===== src/rtl/uart_frame_receiver.sv =====
// uart_frame_receiver: UART byte receiver that tags each byte with its index
// inside a panel frame and hands it to the memory controller over a level/ack
// handshake. Handles glitches, framing errors, overruns and idle-gap resync.
module uart_frame_receiver #(
  parameter int unsigned CLKS_PER_BIT     = 434,
  parameter int unsigned FRAME_BYTES      = 48,
  parameter int unsigned IDLE_RESYNC_BITS = 20
) (
  input  logic       clk,
  input  logic       rst_n,
  input  logic       rx,
  input  logic       memory_access_performed,
  output logic [7:0] uart_op_buffer,
  output logic       d_rdy_flag,
  output logic [6:0] dataPointer,
  output logic       frame_done,
  output logic       framing_err,
  output logic       overrun
);

  localparam int unsigned TMR_W       = $clog2(CLKS_PER_BIT);
  localparam int unsigned IDX_W       = 7;
  localparam int unsigned IDLE_CYCLES = IDLE_RESYNC_BITS * CLKS_PER_BIT;
  localparam int unsigned IDLE_W      = $clog2(IDLE_CYCLES + 1);

  localparam logic [TMR_W-1:0]  HALF_LAST = TMR_W'(CLKS_PER_BIT / 2 - 1);
  localparam logic [TMR_W-1:0]  BIT_LAST  = TMR_W'(CLKS_PER_BIT - 1);
  localparam logic [IDX_W-1:0]  IDX_LAST  = IDX_W'(FRAME_BYTES - 1);
  localparam logic [IDLE_W-1:0] IDLE_SAT  = IDLE_W'(IDLE_CYCLES);

  typedef enum logic [2:0] {
    ST_IDLE,
    ST_START,
    ST_DATA,
    ST_STOP,
    ST_WAIT_HIGH
  } state_t;

  state_t state;
  state_t state_n;

  logic              rx_meta;
  logic              rxs;
  logic [TMR_W-1:0]  tmr;
  logic [2:0]        bit_cnt;
  logic [7:0]        shreg;
  logic [IDX_W-1:0]  wr_idx;
  logic [IDLE_W-1:0] idle_cnt;

  logic tmr_clr_c;
  logic shift_c;
  logic byte_done_c;
  logic frm_err_c;
  logic accept_c;
  logic drop_c;
  logic resync_c;

  // Two-flop synchronizer for the asynchronous line; idles high out of reset.
  always_ff @(posedge clk or negedge rst_n) begin
    if (!rst_n) begin
      rx_meta <= 1'b1;
      rxs     <= 1'b1;
    end else begin
      rx_meta <= rx;
      rxs     <= rx_meta;
    end
  end

  // FSM state register.
  always_ff @(posedge clk or negedge rst_n) begin
    if (!rst_n) begin
      state <= ST_IDLE;
    end else begin
      state <= state_n;
    end
  end

  // FSM next-state and per-cycle control strobes.
  always_comb begin
    state_n     = state;
    tmr_clr_c   = 1'b0;
    shift_c     = 1'b0;
    byte_done_c = 1'b0;
    frm_err_c   = 1'b0;
    case (state)
      ST_IDLE: begin
        tmr_clr_c = 1'b1;
        if (!rxs) begin
          state_n = ST_START;
        end
      end
      ST_START: begin
        if (tmr == HALF_LAST) begin
          tmr_clr_c = 1'b1;
          // Line back high at mid-start means it was a glitch.
          state_n   = rxs ? ST_IDLE : ST_DATA;
        end
      end
      ST_DATA: begin
        if (tmr == BIT_LAST) begin
          tmr_clr_c = 1'b1;
          shift_c   = 1'b1;
          if (bit_cnt == 3'd7) begin
            state_n = ST_STOP;
          end
        end
      end
      ST_STOP: begin
        if (tmr == BIT_LAST) begin
          tmr_clr_c = 1'b1;
          if (rxs) begin
            byte_done_c = 1'b1;
            state_n     = ST_IDLE;
          end else begin
            frm_err_c = 1'b1;
            state_n   = ST_WAIT_HIGH;
          end
        end
      end
      ST_WAIT_HIGH: begin
        // A held-low line (break) must not be decoded as 0x00 bytes.
        tmr_clr_c = 1'b1;
        if (rxs) begin
          state_n = ST_IDLE;
        end
      end
      default: begin
        state_n = ST_IDLE;
      end
    endcase
  end

  // Bit timer: free-runs within a bit, cleared at each sample point.
  always_ff @(posedge clk or negedge rst_n) begin
    if (!rst_n) begin
      tmr <= '0;
    end else if (tmr_clr_c) begin
      tmr <= '0;
    end else begin
      tmr <= tmr + TMR_W'(1);
    end
  end

  // Data bit counter, only meaningful inside DATA.
  always_ff @(posedge clk or negedge rst_n) begin
    if (!rst_n) begin
      bit_cnt <= '0;
    end else if (state != ST_DATA) begin
      bit_cnt <= '0;
    end else if (shift_c) begin
      bit_cnt <= bit_cnt + 3'd1;
    end
  end

  // LSB-first shift register.
  always_ff @(posedge clk or negedge rst_n) begin
    if (!rst_n) begin
      shreg <= '0;
    end else if (shift_c) begin
      shreg <= {rxs, shreg[7:1]};
    end
  end

  assign accept_c = byte_done_c && (!d_rdy_flag || memory_access_performed);
  assign drop_c   = byte_done_c && d_rdy_flag && !memory_access_performed;
  assign resync_c = (idle_cnt == IDLE_SAT) && (wr_idx != '0);

  // Idle-gap counter: counts high-line cycles in IDLE and saturates.
  always_ff @(posedge clk or negedge rst_n) begin
    if (!rst_n) begin
      idle_cnt <= '0;
    end else if ((state == ST_IDLE) && rxs) begin
      if (idle_cnt != IDLE_SAT) begin
        idle_cnt <= idle_cnt + IDLE_W'(1);
      end
    end else begin
      idle_cnt <= '0;
    end
  end

  // Frame write index: advances per accepted byte, zeroed by a long idle gap.
  always_ff @(posedge clk or negedge rst_n) begin
    if (!rst_n) begin
      wr_idx <= '0;
    end else if (accept_c) begin
      wr_idx <= (wr_idx == IDX_LAST) ? '0 : wr_idx + IDX_W'(1);
    end else if (resync_c) begin
      wr_idx <= '0;
    end
  end

  // Handshake outputs: byte, index and valid flag held until acked.
  always_ff @(posedge clk or negedge rst_n) begin
    if (!rst_n) begin
      uart_op_buffer <= '0;
      dataPointer    <= '0;
      d_rdy_flag     <= 1'b0;
    end else if (accept_c) begin
      uart_op_buffer <= shreg;
      dataPointer    <= wr_idx;
      d_rdy_flag     <= 1'b1;
    end else if (memory_access_performed) begin
      d_rdy_flag     <= 1'b0;
    end
  end

  // Status pulses and sticky overrun.
  always_ff @(posedge clk or negedge rst_n) begin
    if (!rst_n) begin
      frame_done  <= 1'b0;
      framing_err <= 1'b0;
      overrun     <= 1'b0;
    end else begin
      frame_done  <= accept_c && (wr_idx == IDX_LAST);
      framing_err <= frm_err_c;
      if (drop_c) begin
        overrun <= 1'b1;
      end
    end
  end

endmodule


===== config.mk =====
export PLATFORM = sky130hd
export DESIGN_NAME = uart_frame_receiver
export DESIGN_NICKNAME = d
export VERILOG_FILES = /design/src/rtl/uart_frame_receiver.sv
export SDC_FILE = /design/constraint.sdc
export NUM_CORES = 1
export LEC_CHECK = 0
export CAP_MARGIN = 20
export CORE_ASPECT_RATIO = 1.75
export CORE_UTILIZATION = 31
export DETAILED_ROUTE_END_ITERATION = 10
export PLACE_DENSITY = 0.48
export REMOVE_ABC_BUFFERS = 1
export SYNTH_ARGS = -nofsm -noshare
export SYNTH_HDL_FRONTEND = slang
export SYNTH_SLANG_ARGS = --single-unit

===== constraint.sdc =====
create_clock -name clk -period 5.35 [get_ports clk]
set_clock_uncertainty 0.1 [all_clocks]
set_input_delay 1.07 -clock clk [delete_from_list [all_inputs] [get_ports clk]]
set_output_delay 1.07 -clock clk [all_outputs]
set_load 0.01 [all_outputs]

==> results of run 1 <==
[stage by stage]
| step | cell area, um2 | util [%] | total power [mW] | setup WS [ns] | std cells |
|---|---|---|---|---|---|
| floorplan | 2900 | - | 0.503 | 2.84 | 286 |
| global placement | 3280 | 35.9 | 0.516 | 2.17 | 430 |
| detailed placement | 3280 | 35.9 | 0.516 | 2.12 | 430 |
| CTS | 3630 | 39.7 | 1.20 | 2.47 | 446 |
| global route | 3630 | 39.7 | 1.22 | 2.29 | 446 |
| finish | 3630 | 39.7 | 1.18 | 2.47 | 446 |
[flip-flops by register name, indices dropped and copies added, names as in the netlist]
register / count
idle_cnt: 14
tmr: 9
shreg: 8
uart_op_buffer: 8
dataPointer: 7
wr_idx: 7
bit_cnt: 3
state: 3
d_rdy_flag: 1
frame_done: 1
framing_err: 1
overrun: 1
rx_meta: 1
rxs: 1
[cells in the final DEF (no fill, tap or decap), types with 2 or more instances in the layout]
| cell type | instances |
|---|---|
| xnor2_1 | 8 |
| bufinv_16 | 3 |
| nor3_1 | 4 |
| inv_1 | 9 |
| nor2_1 | 30 |
| clkbuf_16 | 9 |
| a21oi_1 | 9 |
| buf_4 | 2 |
| a21oi_2 | 2 |
| xor2_1 | 9 |
| nand3b_1 | 2 |
| nand2b_1 | 5 |
| dfrtp_1 | 63 |
| nand2_1 | 61 |
| or3_1 | 4 |
| nor2b_1 | 3 |
| and3_1 | 6 |
| dfstp_2 | 2 |
| nand4_1 | 3 |
| nand3_1 | 14 |
| clkdlybuf4s50_1 | 21 |
| o21ai_1 | 2 |
| mux2i_1 | 2 |
| a31oi_1 | 3 |
| o21ai_0 | 9 |
| mux2_2 | 8 |
| clkinvlp_4 | 2 |
| ha_1 | 9 |
| nor4_1 | 3 |
[worst paths after layout]
kind                                         start                end  depth (start not counted)
setup / recovery           memory_access_performed          wr_idx[6]                          6
hold / removal                             rx_meta                rxs                          0
setup reg to reg                            tmr[2]          wr_idx[6]                          5
hold reg to reg                            rx_meta                rxs                          0
max in group asynchronous                    rst_n         frame_done                          2
min in group asynchronous                    rst_n  uart_op_buffer[4]                          2
[synthesized netlist by cell type (2+ instances only)]
cell type / instances
nand3_1: 14
nand4_1: 3
clkbuf_1: 3
a21oi_2: 2
mux2_2: 8
a31oi_1: 3
buf_2: 4
dfstp_2: 2
mux2i_1: 2
nand2b_1: 5
xnor2_1: 8
o21ai_0: 9
or3_1: 4
ha_1: 9
nor4_1: 3
xor2_1: 9
o21ai_1: 2
nor2b_1: 3
nor3_1: 4
nand2_1: 61
nand3b_1: 2
inv_1: 9
and3_1: 6
a21oi_1: 9
nor2_1: 30
buf_6: 2
dfrtp_1: 63
[area by class of cell]
class,instances,area (um2)
clock buffer,9,225
tap,120,150
multi-input combinational,212,1240
clock inverter,7,119
fill,899,5520
timing repair buffer,24,230
sequential,65,1630
inverter,9,33.8
[cells by family after synthesis]
logic type,synth area share (%)
buffers and inverters,2.96
AO/OA/AOI/OAI,6.64
multiplexers,3.72
adder cells (fa/ha/maj),3.81
XOR/XNOR,5.03
AND/OR/NAND/NOR,22.8
flip-flops,55.1
[per-layer routing]
layer,wire length (um),part of all wire [%],GRT usage [%],vias to the layer above
met5,0,0,0,-
met4,117,2.0,6.17,0
met3,156,2.7,2.99,8
met2,3070,53,22.0,35
met1,2480,43,15.4,1017
li1,-,-,-,1046
[report_power, final]
part	switching, mW	leakage, nW	internal (mW)
sequential	0.000698	0.881	0.493
combinational	0.0100	0.568	0.00216
clock	0.216	0.162	0.454
total	0.227	1.61	0.950
==> run_results.csv, run 1 <==
group,metric,value,unit
logic_synthesis,ys_types,43,
worst_setup_path,slowest_stage,"nor2_2",
grt,grt_max_degree,66,
die,initial_core_util,32.3,%
worst_setup_path,worstPathArrival,3.00,ns
logic_synthesis,synth_edf_count,0,
worst_setup_path,crit_buf_inv,1,
routing,viasPerCell,4.72,
clock_network,clock_sinks,65,
timing,fin_setup_tns,0,ns
worst_setup_path,cp_slowest_stage_delay,0.56,ns
placed_design,place_congestion,0.730,
clock_network,cts_max_path_buffers,2,
placed_design,portBuffers,22,
grt,gr-total-overflow,0,
logic_synthesis,synth_area_per_cell,10.0,um2
grt,antenna_found_initial,0,
clock_network,post_cts_buffers,0,
grt,grt_pass1_wl,9.99,mm
worst_setup_path,timing.reg2reg.setup_slack,2.65,ns
routing,drt_first_pass_iters,4,
clock_network,cts_tree,"built",
timing,slew_headroom,43.6,%
grt,first_global_vias,2122,
grt,track_usage,13.2,%
routing,drt_iter0_markers,92,
die,die_height,131,um
logic_synthesis,synthCells,295,
logic_synthesis,synth_seq_cells,65,
logic_synthesis,netlist.area_leader.share,53.3,%
timing,timing.hold.ws,0.255,ns
routing,antenna_left,0,
die,die_w,75.8,um
power_and_ir_drop,leakage,1.61,nW
clock_network,clk_latency,0.33,ns
power_and_ir_drop,power_density,324,nW/um2
clock_network,cts_resized,0,
routing,vias,2106,
worst_setup_path,cp-start-kind,"input port",
routing,totalWireLength,5.82,mm
worst_setup_path,crit_family,"simple AND/OR/NAND/NOR gates",
status,status,"finished, final reports clean",
final_layout,diodes,0,
logic_synthesis,synth_ff_type,"dfrtp_1",
timing,hold_viol,0,
logic_synthesis,syn_area,2960,um2
placed_design,place_hpwl,3.93,mm
routing,drcViolationCount,0,
clock_network,clockRootBuffer,"clkbuf_16",
timing,slew_viol_final,0,
worst_setup_path,path_max_fanout,17,
logic_synthesis,ys_warn_count,0,
timing,setup_viol,0,
timing,grt_setup_unrepaired,"false",
logic_synthesis,synth_seq_area_share,55.1,%
worst_setup_path,critPathKind,"input port to flip-flop",
worst_setup_path,cp-end-kind,"flip-flop",
final_layout,area_growth,22.7,%
die,io_pins,23,
flow_run,drv_cap,0,
timing,post-route-period-util,53.9,%
final_layout,drive_gt1_share,10.1,%
die,die-area,9950,um2
logic_synthesis,yosysTopAreaCell,"dfrtp_1",
timing,fmax,347,MHz
worst_setup_path,crit_chain,"clkdlybuf4s50_1 > nand2b_1 > nand3_1 > nor2_2 > mux2_2 > a21o_1",
timing,period_minus_slack,2.88,ns
logic_synthesis,synthTopCellsByArea,"dfrtp_1, nand2_1, ha_1",
die,core_area,9150,um2
final_layout,nets,334,
routing,avgRoutedWirePerCell,13.1,um
clock_network,cts_buffers,9,
timing,tightest_slew,0.846,ns
logic_synthesis,async_flop_share,100,%
die,num_rows,46,
hold_path,hold_class,"flip-flop to flip-flop",
clock_network,hold_buffers,0,
clock_network,htree_levels,3,
power_and_ir_drop,vdd_ir_drop_max,0.174,mV
worst_setup_path,critPathRequiredTime,5.47,ns
clock_network,cts.clk_slew.worst_paths,0.05,ns
No activity file was read; power rests on OpenSTA's default activity.
==> run 2, diff against run 1 <==
--- a/config.mk
+++ b/config.mk
@@ -9,7 +9,7 @@
 export CORE_ASPECT_RATIO = 1.75
 export CORE_UTILIZATION = 31
 export DETAILED_ROUTE_END_ITERATION = 10
-export PLACE_DENSITY = 0.48
+export PLACE_DENSITY = 0.49
 export REMOVE_ABC_BUFFERS = 1
 export SYNTH_ARGS = -nofsm -noshare
 export SYNTH_HDL_FRONTEND = slang
==> constraint.sdc (replaced) <==
create_clock -name clk -period 2.4 [get_ports clk]
set_clock_uncertainty 0.1 [all_clocks]
set_input_delay 0.48 -clock clk [delete_from_list [all_inputs] [get_ports clk]]
set_output_delay 0.48 -clock clk [all_outputs]
set_load 0.01 [all_outputs]
==> run 2 against run 1 <==
Power is 89% higher; cell count is 0.67% higher; critical path depth is 2 higher; first-iteration DRC count is 26% higher; die area stayed put; via count is 1.0% higher; utilization is 0.44 points lower; combinational power grew to 2.5 times the previous value; clock power is 62% higher; non-clock buffer count is 7 higher; sequential share of layout area is 0.50 points higher; largest power group is now registers.
==> run_results.csv, run 2 (same netlist as run 1, synthesis figures left out) <==
group,metric,value,unit
placed_design,portBuffers,22,
power_and_ir_drop,leakage,1.61,nW
die,die-area,9950,um2
power_and_ir_drop,power,2.22,mW
clock_network,cts_max_path_buffers,2,
final_layout,final_common_cell,"dfrtp_1",
die,core_area,9150,um2
placed_design,place_hpwl,4.21,mm
clock_network,clock_sinks,65,
final_layout,top_regs,"idle_cnt x14, tmr x9",
routing,viasPerCell,4.74,
worst_setup_path,worstRegToRegCells,8,
grt,gr-total-overflow,0,
worst_setup_path,timing.reg2reg.setup_slack,0.22,ns
die,num_rows,46,
final_layout,final_area,3590,um2
routing,drcViolationCount,0,
final_layout,final_cell_mix,"dfrtp_1, nand2_1, nor2_1",
routing,vias,2127,
timing,post-route-period-util,90.7,%
hold_path,hold_class,"input port to asynchronous set/reset pin",
clock_network,clk_latency,0.32,ns
clock_network,clockRootBuffer,"clkbuf_16",
clock_network,cts_buffers,9,
placed_design,place_congestion,0.744,
final_layout,nets,341,
worst_setup_path,worstReg2RegStart,"tmr[1]",
timing,fmax,459,MHz
routing,drt_first_pass_iters,4,
final_layout,final_util,39.2,%
grt,grt_max_degree,30,
timing,fin_ws,0.223,ns
timing,period_minus_slack,2.18,ns
final_layout,largest-register,"idle_cnt",
clock_network,hold_buffers,0,
routing,totalWireLength,5.84,mm
grt,antenna_found_initial,0,
timing,hold_viol,0,
worst_setup_path,regToRegEndpoint,"dataPointer[1]",
timing,slew_viol_final,0,
timing,tightest_slew,0.636,ns
worst_setup_path,critPathKind,"flip-flop to flip-flop",
grt,met3_usage,3.68,%
clock_network,htree_levels,3,
worst_setup_path,worstPathArrival,2.28,ns
timing,fin_setup_tns,0,ns
flow_run,drv_cap,0,
power_and_ir_drop,vdd_ir_drop_max,0.359,mV
grt,use_met2,23.1,%
placed_design,place_area,3350,um2
grt,grt_pass1_wl,10.1,mm
clock_network,cts_tree,"built",
worst_setup_path,cp-start-kind,"flip-flop",
timing,grt_setup_unrepaired,"false",
die,initial_core_util,32.3,%
grt,first_global_vias,2153,
placed_design,place_ws,0.169,ns
die,io_pins,23,
worst_setup_path,critPathRequiredTime,2.51,ns
routing,avgRoutedWirePerCell,13.0,um
die,die_w,75.8,um
worst_setup_path,path_max_fanout,18,
timing,setup_viol,0,
die,die_height,131,um
routing,drt_iter0_markers,116,
clock_network,cts.clk_slew.worst_paths,0.05,ns
power_and_ir_drop,power_density,619,nW/um2
clock_network,post_cts_buffers,0,
status,status,"finished, final reports clean",
worst_setup_path,cp-end-kind,"flip-flop",
timing,slew_headroom,57.6,%
final_layout,diodes,0,
final_layout,drive_gt1_share,10.6,%
grt,track_usage,13.7,%
final_layout,largest_reg_flops,14,
grt,grt.busiest_layer,"met2",
clock_network,cts_resized,0,
grt,globalRouteMet1Util,14.7,%
routing,antenna_left,0,
final_layout,area_growth,21.3,%
==> run 2: cell count changes in the layout (fill, tap and decap cells not counted) <==
cell	previous run	this run
buf_4	2	8
buf_12	0	1
clkbuf_1	0	1
clkinvlp_4	2	0
clkinv_4	1	0
clkinv_2	1	2
bufinv_16	3	0
==> run 2: per-layer routing <==
layer / vias to the layer above / part of all wire [%]
li1: 1055 / -
met1: 1031 / 42
met2: 33 / 53
met3: 8 / 2.4
met4: 0 / 2.6
met5: - / 0
==> run 2: where the power goes <==
group	internal, mW	total, mW	leakage [nW]	switching (mW)
Combinational	0.00812	0.0310	0.607	0.0229
Sequential	1.10	1.10	0.881	0.00148
Clock	0.669	1.09	0.120	0.417
Total	1.78	2.22	1.61	0.442
==> run 2: how the worst max path moves through the flow <==
stage                                       start        endpoint  slack [ns]  cells after the start
final                                      tmr[1]  dataPointer[1]        0.22                      8
after global routing                       tmr[1]  dataPointer[0]        0.05                      8
after CTS                                  tmr[1]  dataPointer[1]        0.20                      8
after detailed placement  memory_access_performed  dataPointer[1]        0.17                      7
after global placement    memory_access_performed  dataPointer[0]        0.20                      7
after floorplan                            tmr[2]        shreg[0]       -0.11                      4
==> run 2: stage by stage <==
step | instances | hold WS, ns
finish | 449 | 0.0763
global route | 449 | 0.124
CTS | 449 | 0.0853
detailed placement | 437 | 0.253
global placement | 437 | 0.249
floorplan | 286 | 0.0844
==> run 2: cell type report <==
| class | instances | area (um2) |
|---|---|---|
| fillers | 929 | 5560 |
| flip-flops and latches | 65 | 1630 |
| multi-input cells | 212 | 1240 |
| repair buffers | 31 | 295 |
| clock buffers | 10 | 229 |
| well taps | 120 | 150 |
| inverters | 9 | 33.8 |
| clock inverters | 2 | 10.0 |
==> run 2: worst max-delay path, stage by stage (launching register included) <==
cell,delay [ns]
dfrtp_1,0.39
inv_1,0.08
ha_1,0.14
nand2_1,0.05
or4_1,0.56
or2_1,0.37
buf_4,0.23
nand2_1,0.08
o21ai_1,0.06
